**config.mk**
```make
export PLATFORM = sky130hd
export DESIGN_NAME = ra_builder
export DESIGN_NICKNAME = d
export VERILOG_FILES = /design/src/rtl/pvr_pkg.sv /design/src/rtl/ra_ol_alloc.sv /design/src/rtl/ra_builder.sv
export SDC_FILE = /design/constraint.sdc
export NUM_CORES = 1
export LEC_CHECK = 0
export ABC_AREA = 1
export BUFFER_PORTS_ARGS = -buffer_cell sky130_fd_sc_hd__buf_2
export CORE_ASPECT_RATIO = 1.4
export CORE_MARGIN = 4
export CORE_UTILIZATION = 45
export CTS_CLUSTER_SIZE = 8
export DETAILED_ROUTE_END_ITERATION = 7
export HOLD_SLACK_MARGIN = 0.15
export PLACE_DENSITY_LB_ADDON = 0.1
export SYNTH_ARGS = -nofsm -noshare
export SYNTH_HDL_FRONTEND = slang
export SYNTH_SLANG_ARGS = --single-unit
```
**constraint.sdc**
```tcl
create_clock -name clock -period 3.83 [get_ports clock]
set_input_delay 0.383 -clock clock [delete_from_list [all_inputs] [get_ports clock]]
set_output_delay 0.383 -clock clock [all_outputs]
set_load 0.005 [all_outputs]
```
**src/rtl/pvr_pkg.sv**
```systemverilog
// Shared definitions for the region-array writer: control word layout, list indices,
// FSM encoding and OPB sizing helpers.
package pvr_pkg;

  localparam int RA_LAST      = 31;
  localparam int RA_ZCLEAR    = 30;
  localparam int RA_FLUSH     = 28;
  localparam int RA_TILEY_LSB = 8;
  localparam int RA_TILEX_LSB = 2;

  localparam logic [31:0] RA_UNUSED = 32'h8000_0000;

  localparam int NUM_LISTS  = 5;
  localparam int FMT_V2_BIT = 21;

  localparam logic [2:0] L_O  = 3'd0;
  localparam logic [2:0] L_OM = 3'd1;
  localparam logic [2:0] L_T  = 3'd2;
  localparam logic [2:0] L_TM = 3'd3;
  localparam logic [2:0] L_PT = 3'd4;

  typedef enum logic [2:0] {
    ST_IDLE    = 3'd0,
    ST_SETUP   = 3'd1,
    ST_WR_CTRL = 3'd2,
    ST_WR_LIST = 3'd3,
    ST_NEXT    = 3'd4,
    ST_DONE    = 3'd5
  } ra_state_t;

  // Per-tile OPB footprint of one list: 16 << code bytes, nothing for code 0.
  function automatic logic [23:0] opb_bytes(input logic [1:0] code);
    logic [23:0] bytes;
    case (code)
      2'd1:    bytes = 24'd32;
      2'd2:    bytes = 24'd64;
      2'd3:    bytes = 24'd128;
      default: bytes = 24'd0;
    endcase
    return bytes;
  endfunction

  function automatic logic [31:0] ctrl_word(input logic       last,
                                            input logic       no_zclear,
                                            input logic       no_flush,
                                            input logic [5:0] tile_y,
                                            input logic [5:0] tile_x);
    logic [31:0] word;
    word                             = 32'h0000_0000;
    word[RA_LAST]                    = last;
    word[RA_ZCLEAR]                  = no_zclear;
    word[RA_FLUSH]                   = no_flush;
    word[RA_TILEY_LSB +: 6]          = tile_y;
    word[RA_TILEX_LSB +: 6]          = tile_x;
    return word;
  endfunction

endpackage

```
**src/rtl/ra_ol_alloc.sv**
```systemverilog
// Object-list pointer allocator: lays out list bases during setup, then steps each
// used pointer by its per-tile OPB size as the builder moves to the next tile.
module ra_ol_alloc
  import pvr_pkg::*;
(
  input  logic                            clock,
  input  logic                            reset_n,
  input  logic                            load,
  input  logic [23:0]                     ol_base,
  input  logic [31:0]                     alloc_ctrl,
  input  logic                            fmt_v2,
  input  logic [12:0]                     ntiles,
  input  logic                            setup_en,
  input  logic [2:0]                      setup_idx,
  input  logic                            advance,
  output logic [NUM_LISTS-1:0][23:0]      ptr,
  output logic [NUM_LISTS-1:0]            used
);

  logic [NUM_LISTS-1:0][1:0] codes;
  logic                      fmt;
  logic [12:0]               ntiles_q;
  logic [23:0]               acc;
  logic [23:0]               span;
  logic [2:0]                shift;

  // Punch-through only exists in the 6-word entry format.
  always_comb begin
    used = '0;
    for (int i = 0; i < NUM_LISTS; i++) begin
      if (i == int'(L_PT)) begin
        used[i] = (codes[i] != 2'd0) && fmt;
      end else begin
        used[i] = (codes[i] != 2'd0);
      end
    end
  end

  always_comb begin
    shift = {1'b0, codes[setup_idx]} + 3'd4;
    if (used[setup_idx]) begin
      span = {11'd0, ntiles_q} << shift;
    end else begin
      span = 24'd0;
    end
  end

  // Config latch, setup-time base accumulation and per-tile pointer stepping.
  always_ff @(posedge clock or negedge reset_n) begin
    if (!reset_n) begin
      codes    <= '0;
      fmt      <= 1'b0;
      ntiles_q <= 13'd0;
      acc      <= 24'd0;
      ptr      <= '0;
    end else if (load) begin
      for (int i = 0; i < NUM_LISTS; i++) begin
        codes[i] <= alloc_ctrl[4*i +: 2];
      end
      fmt      <= fmt_v2;
      ntiles_q <= ntiles;
      acc      <= ol_base;
      ptr      <= '0;
    end else if (setup_en) begin
      ptr[setup_idx] <= acc;
      acc            <= acc + span;
    end else if (advance) begin
      for (int i = 0; i < NUM_LISTS; i++) begin
        if (used[i]) begin
          ptr[i] <= ptr[i] + opb_bytes(codes[i]);
        end
      end
    end
  end

endmodule

```
**src/rtl/ra_builder.sv**
```systemverilog
// Region Array builder: walks the tile grid once per trigger and writes one control word
// plus one object-list pointer per list for every tile through a single-outstanding VRAM port.
module ra_builder
  import pvr_pkg::*;
(
  input  logic        clock,
  input  logic        reset_n,
  input  logic        ra_build_trig,
  input  logic [31:0] REGION_BASE,
  input  logic [31:0] OL_BASE,
  input  logic [31:0] FPU_PARAM_CFG,
  input  logic [31:0] TA_ALLOC_CTRL,
  input  logic [5:0]  tile_x_max,
  input  logic [5:0]  tile_y_max,
  input  logic        no_zclear,
  input  logic        no_flush,
  output logic        vram_wr,
  output logic [23:0] vram_addr,
  output logic [31:0] vram_dout,
  input  logic        vram_ack,
  output logic        busy,
  output logic        done
);

  ra_state_t state, next_state;

  logic [2:0]  setup_cnt, list_idx, last_idx, next_list;
  logic [5:0]  tile_x, tile_y, x_max, y_max;
  logic [5:0]  nx, ny, up_x, up_y;
  logic        fmt_v2, nz, nf;
  logic        start, acked, is_last, up_last;
  logic [12:0] ntiles_in;

  logic [NUM_LISTS-1:0][23:0] alloc_ptr;
  logic [NUM_LISTS-1:0]       alloc_used;

  logic        wr_next, busy_next, done_next;
  logic [23:0] addr_next;
  logic [31:0] dout_next, list_word;

  assign start     = (state == ST_IDLE) && ra_build_trig;
  assign acked     = vram_wr && vram_ack;
  assign is_last   = (tile_x == x_max) && (tile_y == y_max);
  assign last_idx  = fmt_v2 ? L_PT : L_TM;
  assign ntiles_in = ({7'd0, tile_x_max} + 13'd1) * ({7'd0, tile_y_max} + 13'd1);

  ra_ol_alloc u_alloc (
    .clock      (clock),
    .reset_n    (reset_n),
    .load       (start),
    .ol_base    (OL_BASE[23:0]),
    .alloc_ctrl (TA_ALLOC_CTRL),
    .fmt_v2     (FPU_PARAM_CFG[FMT_V2_BIT]),
    .ntiles     (ntiles_in),
    .setup_en   (state == ST_SETUP),
    .setup_idx  (setup_cnt),
    .advance    ((state == ST_NEXT) && !is_last),
    .ptr        (alloc_ptr),
    .used       (alloc_used)
  );

  // Upcoming tile coordinates and the next word to present after an ack.
  always_comb begin
    nx = tile_x + 6'd1;
    ny = tile_y;
    if (tile_x == x_max) begin
      nx = 6'd0;
      ny = tile_y + 6'd1;
    end else begin
      nx = tile_x + 6'd1;
      ny = tile_y;
    end
    if (state == ST_SETUP) begin
      up_x = 6'd0;
      up_y = 6'd0;
    end else begin
      up_x = nx;
      up_y = ny;
    end
    up_last   = (up_x == x_max) && (up_y == y_max);
    next_list = (state == ST_WR_CTRL) ? L_O : list_idx + 3'd1;
    list_word = alloc_used[next_list] ? {8'h00, alloc_ptr[next_list]} : RA_UNUSED;
  end

  // State register.
  always_ff @(posedge clock or negedge reset_n) begin
    if (!reset_n) begin
      state <= ST_IDLE;
    end else begin
      state <= next_state;
    end
  end

  // Next-state logic.
  always_comb begin
    next_state = state;
    case (state)
      ST_IDLE:    next_state = ra_build_trig ? ST_SETUP : ST_IDLE;
      ST_SETUP:   next_state = (setup_cnt == 3'd4) ? ST_WR_CTRL : ST_SETUP;
      ST_WR_CTRL: next_state = acked ? ST_WR_LIST : ST_WR_CTRL;
      ST_WR_LIST: next_state = (acked && (list_idx == last_idx)) ? ST_NEXT : ST_WR_LIST;
      ST_NEXT:    next_state = is_last ? ST_DONE : ST_WR_CTRL;
      ST_DONE:    next_state = ST_IDLE;
      default:    next_state = ST_IDLE;
    endcase
  end

  // Output decode: values the output registers take on the coming edge.
  always_comb begin
    wr_next   = (next_state == ST_WR_CTRL) || (next_state == ST_WR_LIST);
    busy_next = (next_state != ST_IDLE) && (next_state != ST_DONE);
    done_next = (next_state == ST_DONE);
    if (start) begin
      addr_next = REGION_BASE[23:0];
    end else if (acked) begin
      addr_next = vram_addr + 24'd4;
    end else begin
      addr_next = vram_addr;
    end
    dout_next = vram_dout;
    case (state)
      ST_SETUP: begin
        if (setup_cnt == 3'd4) dout_next = ctrl_word(up_last, nz, nf, up_y, up_x);
        else                   dout_next = vram_dout;
      end
      ST_WR_CTRL: begin
        if (acked) dout_next = list_word;
        else       dout_next = vram_dout;
      end
      ST_WR_LIST: begin
        if (acked && (list_idx != last_idx)) dout_next = list_word;
        else                                 dout_next = vram_dout;
      end
      ST_NEXT: begin
        if (!is_last) dout_next = ctrl_word(up_last, nz, nf, up_y, up_x);
        else          dout_next = vram_dout;
      end
      default: dout_next = vram_dout;
    endcase
  end

  // Registered VRAM port and status outputs.
  always_ff @(posedge clock or negedge reset_n) begin
    if (!reset_n) begin
      vram_wr   <= 1'b0;
      vram_addr <= 24'd0;
      vram_dout <= 32'd0;
      busy      <= 1'b0;
      done      <= 1'b0;
    end else begin
      vram_wr   <= wr_next;
      vram_addr <= addr_next;
      vram_dout <= dout_next;
      busy      <= busy_next;
      done      <= done_next;
    end
  end

  // Build context: config sampled at trigger, setup/list counters and tile position.
  always_ff @(posedge clock or negedge reset_n) begin
    if (!reset_n) begin
      x_max     <= 6'd0;
      y_max     <= 6'd0;
      fmt_v2    <= 1'b0;
      nz        <= 1'b0;
      nf        <= 1'b0;
      tile_x    <= 6'd0;
      tile_y    <= 6'd0;
      setup_cnt <= 3'd0;
      list_idx  <= 3'd0;
    end else if (start) begin
      x_max     <= tile_x_max;
      y_max     <= tile_y_max;
      fmt_v2    <= FPU_PARAM_CFG[FMT_V2_BIT];
      nz        <= no_zclear;
      nf        <= no_flush;
      tile_x    <= 6'd0;
      tile_y    <= 6'd0;
      setup_cnt <= 3'd0;
      list_idx  <= 3'd0;
    end else if (state == ST_SETUP) begin
      setup_cnt <= setup_cnt + 3'd1;
    end else if ((state == ST_WR_CTRL) && acked) begin
      list_idx <= 3'd0;
    end else if ((state == ST_WR_LIST) && acked) begin
      list_idx <= list_idx + 3'd1;
    end else if ((state == ST_NEXT) && !is_last) begin
      tile_x <= nx;
      tile_y <= ny;
    end
  end

endmodule
```
* Yosys cells after proc, flatten, opt, wreduce, memory -nomap -nowiden
Index checks and enable logic that the tools add are counted.
** Storage, ports and cells
- Latch bits :: 0
- Bits in registers :: 262
- Word-level logic and storage cells :: 206
- ROM bits :: 0
- Memories :: 0
- Bits of input ports :: 146
- Output and inout bits :: 59
- Bits in writable memories :: 0
** Cells by class
- Reductions and logical operators :: 40
- Add/subtract/negate cells :: 14
- Order comparisons :: 3
- Bitwise logic cells :: 0
- Shift-type cells :: 1
- Equal/unequal tests :: 37
- Multipliers :: 1
- Mux-type cells :: 83
- Divide/modulo/power cells :: 0
** Operators by type and width (count)
- $mux 24 :: 32
- $mux 120 :: 3
- $mux 32 :: 5
- $add 24x24->24 :: 6
- $pmux 32 s4 :: 1
- $bwmux 120 :: 1
- $pmux 8 s3 :: 5
- $mux 6 :: 14
- $bmux 24 s3 :: 1
- $demux 24 s3 :: 1
- $mux 3 :: 10
- $add 24x3->24 const B :: 1
- $eq 6x6->1 :: 4
- $reduce_bool 3->1 :: 8
- $shl 13x3->24 :: 1
- $eq 2x2->1 const B :: 10
- $reduce_bool 2->1 :: 8
- $pmux 3 s5 :: 1
- $add 6x1->7 const B :: 2
- $ne 2x2->1 const B :: 7
- $mul 7x7->13 :: 1
- $add 6x1->6 const B :: 2
- $eq 3x2->1 const B :: 4
- $logic_and 1x1->1 :: 12
- 21 further kinds :: 39

* Longest topological paths before layout
Gate-level depths: netlist of the first run.
- Depth in word-level cells :: 12
- Gate-level depth with buffers :: 23
- Mapped depth without buffers :: 23

* Cells and area by module
From an unflattened synthesis of the first run, not the netlist that was laid out.
** Unflattened totals
- Cells, all modules :: 2833
- Area, all modules :: 19339.8 sq um
** Modules (own cells, without submodules)
- ra_ol_alloc :: sequential area each 4204.0 sq um, times used 1, cells each 1729, area an instance 11578.6 sq um
- ra_builder :: sequential area each 2252.2 sq um, times used 1, cells each 1104, area an instance 7761.2 sq um

* Least setup slack after synthesis of the first run
OpenSTA, ideal clock, no wires.
- Path type :: input -> register
- Start point :: input port tile_y_max[0]
- End point :: register u_alloc.ntiles_q[10]
- Stages :: 23
- Buffers on the path :: 0
- Required time :: 3695 ps
- Path slack :: -969 ps
- Setup time :: 135 ps
- Arrival :: 4663 ps
- Cells stage by stage :: ha_1 > nand3_1 > nor2_1 > inv_1 > nor2_1 > inv_1 > or2_2 > fa_1 > fa_1 > inv_1 > fa_1 > inv_1 > fa_1 > inv_1 > ha_1 > nand2_1 > o21ai_0 > a21oi_1 > nor2_1 > o21ai_0 > nand2_1 > xnor2_1 > o21ai_0
** On the way
- Word-level cells in the longest chain between the ends :: 2
** RTL lines
- from (decl) :: RTL line ra_builder.sv:14 : input logic [5:0] tile_y_max,
- $add 6x1->7 :: RTL line ra_builder.sv:45 : assign ntiles_in = ({7'd0, tile_x_max} + 13'd1) * ({7'd0, tile_y_max} + 13'd1);
- $mul 7x7->13 :: RTL line ra_builder.sv:45
- to (signal assigned) :: RTL line ra_ol_alloc.sv:61 : ntiles_q <= ntiles;
- to (decl) :: RTL line ra_ol_alloc.sv:22 : logic [12:0] ntiles_q;
No other way between the ends.
A chain may end at the register's enable or synchronous reset.

* Worst setup path in the final report of the first run
- Start point :: input port tile_y_max[1]
- End point :: register u_alloc.ntiles_q[11]
Same word-level chain as after synthesis.

==> flow_summary.json, run 1 <==
{
  "grt_pass1_vias": 18100,
  "worstPathArrival_ps": 4350,
  "seq_area_frac_synth_pct": 34.4,
  "cts.path.max_buffers": 3,
  "nFillCells": 4092,
  "hold_violations": 0,
  "leakage_nw": 10.3,
  "wl_mm": 63.6,
  "p_int_mw": 9.43,
  "rsz0062_at_grt": "true",
  "ys_async_sr_fraction_pct": 100,
  "die_w_um": 180,
  "setup-violations-final": 5,
  "rows": 88,
  "synth_mux_area_share_pct": 0.429,
  "synth-xor-area-share_pct": 3.84,
  "htreeDepth": 2,
  "die-area_mm2": 0.0449,
  "syn-cell-area_mm2": 0.0187,
  "track_usage_pct": 27.4,
  "reg2reg_from": "setup_cnt[0]",
  "drtAntennaViolNets": 0,
  "synth.avg_cell_area_um2": 7.41,
  "synth-compound-area-share_pct": 19.1,
  "gp_congestion": 0.950,
  "power_frac_clock_pct": 16.0,
  "multiInputGateArea_mm2": 0.0109,
  "seq_area_mm2": 0.00643,
  "dr.pass1.iters": 8,
  "drcViolationCount": 0,
  "fin_ws_ps": -138,
  "synth_area_leader_cell": "dfrtp_1",
  "combPwrFrac_pct": 58.5,
  "synth_top_family_by_area": "simple AND/OR/NAND/NOR gates",
  "initial_utilization_pct": 45.4,
  "area_growth_syn_to_layout_pct": 17.8,
  "p_switching_mw": 9.57,
  "status": "complete, but fails checks",
  "synth_top_area_share_pct": 34.4,
  "max_stage_delay_ps": 500,
  "period_share_pct": 104,
  "yosys-top-cells-area": "dfrtp_1, nand2_1, inv_1, o21ai_0, ha_1",
  "cts_buffers": 38,
  "cts_num_sinks": 257,
  "startpoint": "tile_y_max[1]",
  "period_minus_slack_ps": 3970,
  "ir_drop_uv": 379,
  "dp.cells": 3202,
  "synthCells": 2523,
  "io-pin-count": 205,
  "dp_hpwl_mm": 46.9,
  "via_count": 18500,
  "slew_viol_final": 0,
  "ys_seq_elements": 257,
  "cp.required_ps": 4210,
  "io_buffers": 130,
  "yosysUniqueCellTypes": 58,
  "grt-ovfl-total": 0,
  "slowest_stage": "fa_1",
  "min_from": "REGION_BASE[16]",
  "fin_nets": 2984,
  "cap_violations": 0,
  "cts_tree": "done",
  "crit_path_frequent_cell": "fa_1",
  "cp_max_fo": 4,
  "die_h_um": 249,
  "p_total_mw": 19.0,
  "fin_cells": 3284,
  "p_sw_share_pct": 50.4,
  "fin_util_pct": 53.5,
  "skew_ps": 18.0,
  "maxClockFrequency_mhz": 252,
  "path_cells": "buf_8 -> ha_4 -> nand3_2 -> nor2_1 -> inv_1 -> nor2_2 -> inv_2 -> or2_4 -> fa_1 -> fa_1 -> inv_1 -> fa_1 -> inv_1 -> fa_1 -> inv_2 -> ha_4 -> a21oi_2 -> o21ai_2 -> nand2_1 -> nand4_1 -> or2_4 -> nand3_2 -> o21ai_1",
  "synthSimpleGateAreaFrac_pct": 25.5,
  "final_layout_size_suffix_gt1_share_pct": 15.8,
  "coreArea_mm2": 0.0412,
  "violations": "setup timing",
  "p_seq_share_pct": 25.5,
  "clkSlewWorstSetupHoldPaths_ps": 50,
  "slew_headroom_pct": 36.8,
  "avgViaCountPerCell": 5.62,
  "startpoint_type": "primary input",
  "grt_max_degree": 119,
  "avgRoutedWirePerCell_um": 19.4,
  "yosys_most_used_dff": "dfrtp_1",
  "synth-adder-area-share_pct": 7.73,
  "grt_pass1_wl_mm": 99.5,
  "synth-edff-count": 0,
  "clockRootBuffer": "clkbuf_16",
  "worst_slew_pin_slew_ps": 948,
  "p_per_area_mw_per_mm2": 864,
  "crit_path_end_kind": "flip-flop",
  "ys_warn_count": 0,
  "path_class": "in2reg",
  "hold_class": "in2reg",
  "clock_latency_ps": 540,
  "drt_iter0_markers": 1359,
  "antenna_found_initial": 1
}
## sequential cells by signal, summed over array words and instances (netlist names), 3 cells and up
register          flops
tile_y                6
u_alloc.ntiles_q     13
state                 3
y_max                 6
u_alloc.ptr         120
setup_cnt             3
vram_dout            27
x_max                 6
u_alloc.codes        10
u_alloc.acc          24
list_idx              3
tile_x                6
vram_addr            24
## Yosys cell counts, types with 8 or more instances
library cell  count
o211ai_1         66
fa_1             29
nor2_4           11
ha_1             69
nand4_1          42
xnor2_1          23
inv_2            20
o21ai_0         193
o21ai_1          61
o21ai_2          18
nand3_1         145
nand2_1         590
inv_1           291
dfrtp_1         257
a21oi_1          93
o22ai_1          75
xor2_1           59
mux2i_1           8
nor2_2            8
nor2_1          217
buf_6             9
buf_2            29
nor4_1           11
clkbuf_1         44
o22ai_2          17
buf_4             8
nor3_1           33
a31oi_1          16
## power groups by stage
stage / Clock (mW) / Combinational (mW) / Sequential [mW]
after floorplan: 0 / 7.57 / 4.49
after global placement: 0 / 10.6 / 4.85
after detailed placement: 0 / 10.7 / 4.87
after CTS: 3.10 / 10.8 / 4.83
after global routing: 3.19 / 12.3 / 4.96
final: 3.04 / 11.1 / 4.85
## critical path: cells and delay by family
kind / cells / cell delay (ps)
simple gates: 8 / 1010
buf+inv: 6 / 330
compound gates: 3 / 330
fa+ha+maj: 6 / 2290
## worst paths after layout
path / end / slack, ps / depth (start not counted)
hold reg to reg: nz / 470 / 2
max in group asynchronous: tile_x[5] / 2320 / 3
setup reg to reg: u_alloc.acc[13] / 260 / 17
hold / removal: vram_addr[16] / 170 / 3
min in group asynchronous: u_alloc.acc[20] / 400 / 2
setup / recovery: u_alloc.ntiles_q[11] / -140 / 23
## per-stage QoR
step	setup TNS [ps]	cell area [um2]	worst slack [ps]	hold slack [ps]
after floorplan	-2050	18800	-443	87.4
after global placement	-4730	20400	-732	359
after detailed placement	-4830	20400	-715	359
after CTS	-97.7	21900	-41.4	154
after global routing	-1350	22000	-305	174
final	-305	22000	-138	174
## layout by cell type, fill, tap and decap left out, types with 23 or more instances in the layout
cell type,n
nand4_1,42
nand3_1,141
a21oi_1,85
buf_2,127
o22ai_1,74
nand2_1,587
o211ai_1,66
xor2_1,56
dfrtp_1,255
o21ai_1,67
ha_1,63
inv_1,287
nor2_1,208
buf_4,97
clkbuf_16,39
o21ai_0,184
inv_2,23
fa_1,29
dlygate4sd3_1,35
nor3_1,33
## cell families after synthesis
| logic type | after synthesis |
|---|---|
| fa+ha+maj | 98 |
| simple gates | 1089 |
| flops | 257 |
| other cells | 1 |
| compound gates | 578 |
| mux | 8 |
| buf+inv | 410 |
| xor+xnor | 82 |
## repair_timing
item,in CTS,in global routing
gates resized for setup,15,33
gates cloned,0,1
setup buffers,0,3
endpoints found under the setup margin,6,20
hold endpoints to repair,87,0
pin swaps,5,8
hold buffers,35,0
## layout make-up
class                           instances  area share [%]
Inverter                              316            5.43
Multi-Input combinational cell       1862            49.5
Clock inverter                          2          0.0739
Timing Repair Buffer                  265            8.27
Tap cell                              540            3.07
Sequential cell                       257            29.2
Clock buffer                           41            4.47
Antenna cell                            1          0.0114
## per-layer routing
layer	global-route usage, %	up-vias	share of wire (%)
met5	0	-	0
met3	3.04	160	4.4
met2	47.9	568	50
li1	-	8843	-
met4	13.8	0	5.8
met1	33.5	8879	40
No activity file was read; power rests on OpenSTA's default activity.
==> run 2, diff against run 1 <==
--- a/config.mk
+++ b/config.mk
@@ -14,6 +14,7 @@
 export DETAILED_ROUTE_END_ITERATION = 7
 export HOLD_SLACK_MARGIN = 0.15
 export PLACE_DENSITY_LB_ADDON = 0.1
+export SETUP_SLACK_MARGIN = 0.15
 export SYNTH_ARGS = -nofsm -noshare
 export SYNTH_HDL_FRONTEND = slang
 export SYNTH_SLANG_ARGS = --single-unit
==> run 2 against run 1 <==
Critical path type unchanged. The run still ends with setup timing left. Highest routed layer is now met5. Register-to-register slack better by 100 ps. Via count is 0.25% higher. Final cell count hardly changed. Die area stayed put. Non-clock buffer count is 4 higher. Largest power group unchanged. Flip-flop and latch count stayed put.
==> flow_summary.json, run 2 (synthesis gave the netlist of run 1 again) <==
{
  "clkSlewWorstSetupHoldPaths_ps": 60,
  "crit_path_end": "u_alloc.ntiles_q[11]",
  "r2r-end": "u_alloc.acc[23]",
  "rsz0062_at_grt": "true",
  "die_h_um": 249,
  "hold_violations": 0,
  "dp_hpwl_mm": 47.6,
  "track_usage_pct": 27.4,
  "reg2reg_from": "setup_cnt[2]",
  "fin_hold_ws_ps": 173,
  "startpoint": "tile_y_max[1]",
  "cap_violations": 0,
  "fin_util_pct": 53.8,
  "cts_tree": "done",
  "drcViolationCount": 0,
  "status": "complete, but fails checks",
  "drt_iter0_markers": 1355,
  "grt_max_degree": 104,
  "initial_utilization_pct": 45.4,
  "clockRootBuffer": "clkbuf_16",
  "fin_cells": 3285,
  "rows": 88,
  "maxClockFrequency_mhz": 257,
  "final_layout_size_suffix_gt1_share_pct": 16.9,
  "setup-violations-final": 4,
  "coreArea_mm2": 0.0412,
  "dp.cells": 3202,
  "reg.largest.list": "u_alloc.ptr x120, vram_dout x27",
  "final_common_cell": "nand2_1",
  "drtAntennaViolNets": 0,
  "dpl-instance-area_mm2": 0.0204,
  "diodes": 0,
  "regMostFlops": "u_alloc.ptr",
  "slew_viol_final": 0,
  "violations": "setup timing",
  "die_w_um": 180,
  "slowest_stage": "fa_1",
  "crit_path_end_kind": "flip-flop",
  "layout_common_cells": "nand2_1, inv_1, dfrtp_1, nor2_1, o21ai_0",
  "htreeDepth": 2,
  "area_growth_syn_to_layout_pct": 18.7,
  "critical_path.top_delay_family": "adder cells",
  "avgViaCountPerCell": 5.63,
  "hold_class": "in2reg",
  "path_cells": "buf_8 -> ha_4 -> nand3_2 -> nor2_1 -> inv_1 -> nor2_2 -> inv_2 -> or2_4 -> fa_1 -> fa_1 -> inv_1 -> fa_1 -> inv_1 -> fa_1 -> inv_2 -> ha_4 -> a21oi_2 -> o21ai_2 -> nand2_1 -> nand4_1 -> or2_4 -> nand3_2 -> o21ai_1",
  "worst_slew_pin_slew_ps": 931,
  "dr.pass1.iters": 8,
  "via_count": 18500,
  "cp.required_ps": 4230,
  "cp_max_fo": 4,
  "p_per_area_mw_per_mm2": 870,
  "fin_ws_ps": -68.4,
  "cts.path.max_buffers": 3,
  "clock_latency_ps": 530,
  "die-area_mm2": 0.0449,
  "gp_congestion": 0.992,
  "worst-path-buf-inv": 6,
  "rrSetupSlack_ps": 360,
  "grt_pass1_wl_mm": 99.7,
  "skew_ps": 21.0,
  "period_minus_slack_ps": 3900,
  "antenna_found_initial": 1,
  "max_stage_delay_ps": 500,
  "wl_mm": 63.7,
  "startpoint_type": "primary input",
  "fin_nets": 2987,
  "cts_num_sinks": 257,
  "period_share_pct": 102,
  "worstPathArrival_ps": 4290,
  "nFillCells": 4070,
  "io_buffers": 130,
  "crit_path_frequent_cell": "fa_1",
  "rr_worst_depth": 20,
  "grt-ovfl-total": 0,
  "largest_reg_flops": 120,
  "io-pin-count": 205,
  "worstSetupPathDepth": 23,
  "grt_pass1_vias": 18300,
  "avgRoutedWirePerCell_um": 19.4,
  "path_class": "in2reg",
  "ir_drop_uv": 402,
  "slew_headroom_pct": 38.0,
  "leakage_nw": 10.3,
  "cts_buffers": 38,
  "final_cell_area_mm2": 0.0222
}
==> run 2: cell count changes in the layout (fill, tap and decap cells not counted), sizes merged <==
cell	previous run	this run
diode	1	0
dlygate4sd3	35	33
clkinvlp	1	0
clkbuf	41	40
nor2	237	236
clkinv	3	4
buf	230	236
==> run 2: per-stage QoR <==
step	total power [mW]	worst slack (ps)	setup TNS (ps)
2_1_floorplan	12.1	-443	-2050
3_3_place_gp	15.4	-722	-4520
3_5_place_dp	15.6	-855	-5390
4_1_cts	18.9	-55.2	-129
5_1_grt	20.7	-248	-1090
6_report	19.3	-68.4	-152
==> run 2: layout make-up <==
class / instances / area [um2] / share of cell area [%]
inverter: 316 / 1190 / 5.39
timing repair buffer: 269 / 1850 / 8.36
clock inverter: 2 / 17.5 / 0.0790
multi-input combinational: 1861 / 11000 / 49.7
sequential: 257 / 6430 / 29.0
clock buffer: 40 / 980 / 4.42
tap: 540 / 676 / 3.05
==> run 2: worst reg2reg max path, cell delays in order (launching register included) <==
cell      delay [ps]
dfrtp_1          420
inv_2             80
nand2_1          150
buf_4            180
nor2_1            70
nor4_4           310
buf_4            170
nand2_1           90
buf_4            220
o22ai_1          260
ha_1             340
a21oi_1          220
inv_1             60
a21oi_1          160
nand2_1           80
nand2_1           90
nand3_1           90
nand2_1           70
nand3_1           60
o211ai_1         110
o21ai_1           90
==> run 2: layer usage <==
| layer | GRT usage [%] | vias up | wire length (um) |
|---|---|---|---|
| met3 | 3.04 | 189 | 2960 |
| li1 | - | 8866 | - |
| met5 | 0 | - | 13 |
| met4 | 14.8 | 2 | 4030 |
| met1 | 33.1 | 8840 | 25300 |
| met2 | 47.9 | 600 | 31400 |
==> run 2: power by group <==
| group | switching, mW | total, mW | leakage, nW | internal [mW] |
|---|---|---|---|---|
| combinational | 7.38 | 11.4 | 6.49 | 4.03 |
| sequential | 1.08 | 4.86 | 3.36 | 3.78 |
| clock | 1.22 | 3.01 | 0.490 | 1.79 |
==> run 2: worst min path at each step <==
stage / startpoint / to / cells past startpoint
after floorplan: reset_n / busy / 0
after global placement: vram_addr[0] / vram_addr[0] / 2
after detailed placement: vram_dout[13] / vram_dout[13] / 2
after CTS: REGION_BASE[22] / vram_addr[22] / 3
after global routing: OL_BASE[7] / u_alloc.acc[7] / 3
final: OL_BASE[15] / u_alloc.acc[15] / 3
==> run 2: timing repair <==
| item | 4_1_cts | 5_1_grt |
|---|---|---|
| gates resized for setup | 33 | 51 |
| pin swaps | 14 | 13 |
| gates cloned | 0 | 0 |
| buffers inserted | 5 | 3 |
| hold buffers | 32 | 1 |
| endpoints found under the setup margin | 17 | 20 |
| hold endpoints to repair | 131 | 1 |
